[config.mk]
export PLATFORM = sky130hd
export DESIGN_NAME = axis_pkt_fifo
export DESIGN_NICKNAME = d
export VERILOG_FILES = /design/src/rtl/axis_pkt_fifo.sv
export SDC_FILE = /design/constraint.sdc
export NUM_CORES = 1
export LEC_CHECK = 0
export BUFFER_PORTS_ARGS = -buffer_cell sky130_fd_sc_hd__buf_2
export CAP_MARGIN = 20
export CELL_PAD_IN_SITES_DETAIL_PLACEMENT = 1
export CELL_PAD_IN_SITES_GLOBAL_PLACEMENT = 1
export CORE_ASPECT_RATIO = 0.8
export CORE_MARGIN = 3
export CORE_UTILIZATION = 30
export CTS_CLUSTER_DIAMETER = 50
export DETAILED_ROUTE_END_ITERATION = 8
export PLACE_DENSITY = 0.59
export SYNTH_ARGS = -nofsm -noshare
export SYNTH_HDL_FRONTEND = slang
export SYNTH_SLANG_ARGS = --single-unit
[constraint.sdc]
create_clock -name aclk -period 3.6 [get_ports aclk]
set_input_delay 0.36 -clock aclk [delete_from_list [all_inputs] [get_ports aclk]]
set_output_delay 0.36 -clock aclk [all_outputs]
set_load 0.05 [all_outputs]
[src/rtl/axis_pkt_fifo.sv]
// axis_pkt_fifo: single-clock AXI-Stream FIFO with tlast framing, occupancy
// and threshold flags, and an optional store-and-forward packet mode that
// holds a frame back until its last beat is stored. A frame that does not
// fit in the FIFO is released early and flagged with pkt_oversize.
module axis_pkt_fifo #(
    parameter int DATA_WIDTH  = 32,
    parameter int FIFO_DEPTH  = 16,
    parameter int AF_THRESH   = 12,
    parameter int AE_THRESH   = 4,
    parameter int PACKET_MODE = 0
) (
    input  logic                          aclk,
    input  logic                          areset,
    input  logic [DATA_WIDTH-1:0]         s_data,
    input  logic                          s_last,
    input  logic                          s_valid,
    output logic                          s_ready,
    output logic [DATA_WIDTH-1:0]         m_data,
    output logic                          m_last,
    output logic                          m_valid,
    input  logic                          m_ready,
    output logic [$clog2(FIFO_DEPTH):0]   count,
    output logic                          almost_full,
    output logic                          almost_empty,
    output logic                          pkt_oversize
);

    localparam int AW = $clog2(FIFO_DEPTH);
    localparam int CW = AW + 1;
    localparam logic [CW-1:0] DEPTH_C = CW'(FIFO_DEPTH);
    localparam logic [CW-1:0] AF_C    = CW'(AF_THRESH);
    localparam logic [CW-1:0] AE_C    = CW'(AE_THRESH);

    logic [DATA_WIDTH:0] mem [FIFO_DEPTH];
    logic [DATA_WIDTH:0] rd_word;
    logic [AW-1:0]       wr_ptr;
    logic [AW-1:0]       rd_ptr;
    logic [CW-1:0]       pkt_count;
    logic [CW-1:0]       count_next;
    logic [CW-1:0]       pkt_next;
    logic                s_ready_q;
    logic                rel_q;
    logic                rel_next;
    logic                oversize_next;
    logic                wr_en;
    logic                rd_en;
    logic                wr_eop;
    logic                rd_eop;

    // No writes are accepted while reset is held, even if the registered
    // ready was still high from before reset.
    assign s_ready = s_ready_q && !areset;
    assign wr_en   = s_valid && s_ready;
    assign rd_en   = m_valid && m_ready;
    assign wr_eop  = wr_en && s_last;
    assign rd_eop  = rd_en && m_last;

    // First-word fall-through: the head entry is always presented.
    assign rd_word = mem[rd_ptr];
    assign m_data  = rd_word[DATA_WIDTH-1:0];
    assign m_last  = rd_word[DATA_WIDTH];

    // In packet mode the head is only offered once a complete frame is
    // stored, or once an oversize frame has been force-released.
    assign m_valid = (count != '0) && ((PACKET_MODE == 0) || (pkt_count != '0) || rel_q);

    assign almost_full  = (count >= AF_C);
    assign almost_empty = (count <= AE_C);

    // Next-state for occupancy, frame count and the oversize release flag.
    always_comb begin
        count_next    = count;
        pkt_next      = pkt_count;
        rel_next      = rel_q;
        oversize_next = 1'b0;
        if (wr_en && !rd_en) begin
            count_next = count + CW'(1);
        end else if (rd_en && !wr_en) begin
            count_next = count - CW'(1);
        end
        if (PACKET_MODE != 0) begin
            if (wr_eop && !rd_eop) begin
                pkt_next = pkt_count + CW'(1);
            end else if (rd_eop && !wr_eop) begin
                pkt_next = pkt_count - CW'(1);
            end
            // A full FIFO with no complete frame can never make progress,
            // so the partial frame is let through cut-through style.
            if (rd_eop) begin
                rel_next = 1'b0;
            end else if (!rel_q && (count_next == DEPTH_C) && (pkt_next == '0)) begin
                rel_next      = 1'b1;
                oversize_next = 1'b1;
            end
        end
    end

    // Pointer, occupancy and flag registers.
    always_ff @(posedge aclk) begin
        if (areset) begin
            wr_ptr       <= '0;
            rd_ptr       <= '0;
            count        <= '0;
            pkt_count    <= '0;
            rel_q        <= 1'b0;
            s_ready_q    <= 1'b0;
            pkt_oversize <= 1'b0;
        end else begin
            if (wr_en) begin
                wr_ptr <= wr_ptr + AW'(1);
            end
            if (rd_en) begin
                rd_ptr <= rd_ptr + AW'(1);
            end
            count        <= count_next;
            pkt_count    <= pkt_next;
            rel_q        <= rel_next;
            s_ready_q    <= (count_next < DEPTH_C);
            pkt_oversize <= oversize_next;
        end
    end

    // Storage array; contents are not cleared by reset.
    always_ff @(posedge aclk) begin
        if (wr_en) begin
            mem[wr_ptr] <= {s_last, s_data};
        end
    end

endmodule

# Word-level counts from Yosys, hierarchy flattened
# Memories as Yosys holds them, arrays and structs flattened. A register that Yosys moved wholly into a read port is not among the register bits.
# Index checks and enable logic that the tools add are counted.
# totals
elab_cells	27
out_inout_bits	43
regBits	14
n_memories	1
ramBits	528
inputBits	37
# memory_table
memory	depth	word_bits	read_ports	rd_ports_with_merged_regs	write_ports	line_no	source
mem	16	33	1	1	1	34	logic [DATA_WIDTH:0] mem [FIFO_DEPTH];
# classes
order_cmp	3
n_reduce_logical	9
n_addsub	4
n_mux	6
# ops
op	n
$mux 5	2
$add 4x1->4 const B	2
$mux 4	2
$add 5x1->5 const B	1
$ge 5x4->1 const B	1
$le 5x3->1 const B	1
$logic_and 1x1->1	5
$lt 5x5->1 const B	1
$reduce_bool 5->1	1
$sub 5x1->5 const B	1
$logic_not 1->1	3
$mux 1	2

# Depth between registers and ports, before layout
# depth
depth_word	8
depth_mapped	12
mapped_depth_nobuf	10

# Least setup slack after synthesis
# Ideal clock, no wire load.
# synth_timing
path_kind	input -> register
from	in areset
to	mem mem[3][0] (netlist bit), enable pin
required_time_ns	3.136
path_buffers	1
setup_ns	0.464
slack_ns	-0.913
cell_stages	6
t_arrival_ns	4.048
cell_sequence	buf_4 > nor2b_1 > nand2_2 > inv_2 > nand2_1 > nor3_1
# synth_via
elab_chain_len	5
# synth_rtl
element	line_no	source
from (decl)	13	input logic areset,
$logic_not 1->1	52	assign s_ready = s_ready_q && !areset;
$logic_and 1x1->1	52	
via s_ready	17	output logic s_ready,
$logic_and 1x1->1	53	assign wr_en = s_valid && s_ready;
via wr_en	45	logic wr_en;
$mux 1	125	if (wr_en) begin
$mux 1 (not written as such)	126	mem[wr_ptr] <= {s_last, s_data};
to (decl)	34	
# The timed path passes the listed nets, and every way through them passes these cells.

==> metrics.txt <==
status finished, final reports clean; num rows 85; total number of vias 9785; gate count of the mapped netlist between 900 and 1k; WHS 0.140 ns; first-pass GRT wire length 73.0 mm; Post-CTS Setup Bufs 0; Port-buffer cells 78; f_max 0.317 GHz; internal power 11.4 mW; final net count 1108; Gate power share 20.3%; EDFF count, synth 528; Die Ht 241 um; mux share of post-synthesis cell area 14.4%; # Max-Cap Violations 0; switching share of power between 20 and 30%; clk root buf clkbuf_16; initial drt markers 857; power share of the clock group 34.3%; sequential power share 45.4%; number of diodes 0; Worst Setup End Kind primary output; Tcrit/Tclk final 87.7%; crit path time final 3.16 ns; Hold Crit Class in -> reg; register area share after synthesis 78.1%; worst-case clock buffer depth 3; prevailing post-synth register cell edfxtp_1; CTS tree yes; Cell Area, Synth 20800 um2; Post-Synth XOR/XNOR Area 0.338%; Filler cells 6649; fin area 24300 um2; Synth Area in Adders less than 1%; H-tree depth 2; vias per inst around 4.8; leakage around 7.4 nW; Syn Nets 988; fraction of registers with async set or reset after synthesis 0%; commonest non-fill, non-tap cell in the layout edfxtp_1; final-report hold violation count 0; cell area power density 654 nW/um2; total gr overflow 0; largest net degree at the start of global routing 43; worst endpoint data arrival time 2.80 ns; Max-slew headroom 34.6%; DIE AREA 72400 um2; CORE AREA 67900 um2; yosys synthesis warning count 0; CTS buffer count 56; GRT Util Overall 13.6%; placed cell areas between 20000 and 25000 um2; Simple-Gate Fraction of Synth Area 2.07%; first-pass iteration count of the detailed router 5; Synth Area per Inst 22.1 um2; CP bufs+invs 2; layout cells sized above 1 31.7%; synth unique cells 42; area grow syn2layout 17.0%; CP max stage cell dfxtp_4; Residual DRC 0; peak supply drop 0.420 mV; CTS resizes 0; Worst EP required 3.24 ns; largest family of logic cells by synthesized area multiplexers; most frequent cells in the layout 528 x edfxtp_1, 132 x mux4_2, 78 x buf_2; CP Class reg -> out; clk sinks 546; Wirelength per Cell ~24 um; Die Width roughly 300 um; Fin Clk Skew 0.0163 ns; RSZ-0062 raised after global routing no; cell breakdown of the critical path buf_12 > mux4_2 > a22oi_1 > nand2_1 > buf_2; FF+latch count, synth 546; HPWL Detailed 28.1 mm; endpoints failing setup 0; # IOs 80; CP top delay family flip-flops; gpl congestion slightly above 0.7; worst skew pair latency 0.60 ns; initial core utilization 30.6%; maximum fanout along the worst path 42; Reg clk slew, reported paths around 0.06 ns; Slew Limit Fails 0; final antenna-violating net count 0; vias in the first global route 10.8k; Worst setup SP type register; Switch Pwr 4.45 mW; routed wire length slightly below 50 mm; antenna violations before repair 1; post-synthesis compound-gate area fraction 3.01%; Least-Margin Pin Slew 0.979 ns; CP max stage delay 0.60 ns; hold buffer count at CTS 0
[synthesized netlist by cell type (3+ instances only)]
| library cell | count | area share, % |
|---|---|---|
| a21oi_1 | 6 | 0.14 |
| a22oi_1 | 66 | 2.4 |
| buf_1 | 8 | 0.14 |
| buf_2 | 8 | 0.19 |
| buf_4 | 9 | 0.33 |
| buf_6 | 4 | 0.22 |
| clkbuf_1 | 25 | 0.45 |
| dfxtp_1 | 18 | 1.7 |
| edfxtp_1 | 528 | 76 |
| ha_1 | 10 | 0.60 |
| inv_1 | 6 | 0.11 |
| mux4_2 | 132 | 14 |
| nand2_1 | 48 | 0.87 |
| nand3_1 | 3 | 0.072 |
| nor2_1 | 23 | 0.42 |
| nor2b_1 | 4 | 0.12 |
| nor3_1 | 6 | 0.14 |
| xnor2_1 | 4 | 0.17 |
| xor2_1 | 4 | 0.17 |
[cells by family (layout without fill, tap and decap cells)]
logic type,after synthesis,after routing
AOI/OAI and AO/OA,84,84
buffers and inverters,62,226
adders and majority gates,10,10
and+or+nand+nor,97,97
muxes,133,133
xor gates and xnor gates,8,8
DFF,546,546
other,1,1
[flip-flops by register name (all words and copies together), names as in the netlist, named ones only]
name and cells:
wr_ptr 4, rd_ptr 4, s_ready_q 1, count 4
mem 528
[path summary, 6_finish.rpt]
kind	start	end	slack, ns	depth (start not counted)
setup / recovery	register	m_data[21]	0.44	5
hold / removal	s_data[9]	mem[7][9]	0.14	1
setup reg to reg	count[0]	count[1]	1.10	8
hold reg to reg	rd_ptr[1]	register	0.50	2
[through the flow]
stage | instances | utilization [%] | TNS (ns) | power (mW) | worst slack, ns
6_report | 2018 | 35.8 | 0 | 15.9 | 0.442
5_1_grt | 2018 | 35.8 | 0 | 16.6 | 0.242
4_1_cts | 2018 | 35.8 | 0 | 16.2 | 0.323
3_5_place_dp | 1916 | 33.3 | 0 | 10.6 | 0.852
3_3_place_gp | 1916 | 33.3 | 0 | 10.6 | 0.913
2_1_floorplan | 941 | - | -1.96 | 9.82 | -0.0296
[layer usage]
metal  global-route usage [%]  vias up  part of all wire [%]
li1                         -     4190                     -
met2                     22.4      205                    48
met4                     3.33        0                   1.9
met1                     18.9     5323                    46
met3                     2.20       67                   4.0
met5                        0        -                     0
[cell type report]
class	instances	area [um2]	area share [%]
inverter	8	30.0	0.124
timing repair buffer	116	801	3.30
tap	913	1140	4.70
multi-input combinational	333	4400	18.1
clock buffer	70	1450	5.98
clock inverter	32	248	1.02
sequential	546	16200	66.8
[power by group through the flow]
stage	Sequential, mW	Clock, mW	Combinational (mW)
final	7.21	5.46	3.22
after global routing	7.22	5.89	3.49
after CTS	7.21	5.63	3.31
after detailed placement	7.35	0	3.30
after global placement	7.34	0	3.28
after floorplan	7.30	0	2.53
Note: power is estimated with default switching activity, not from simulation.
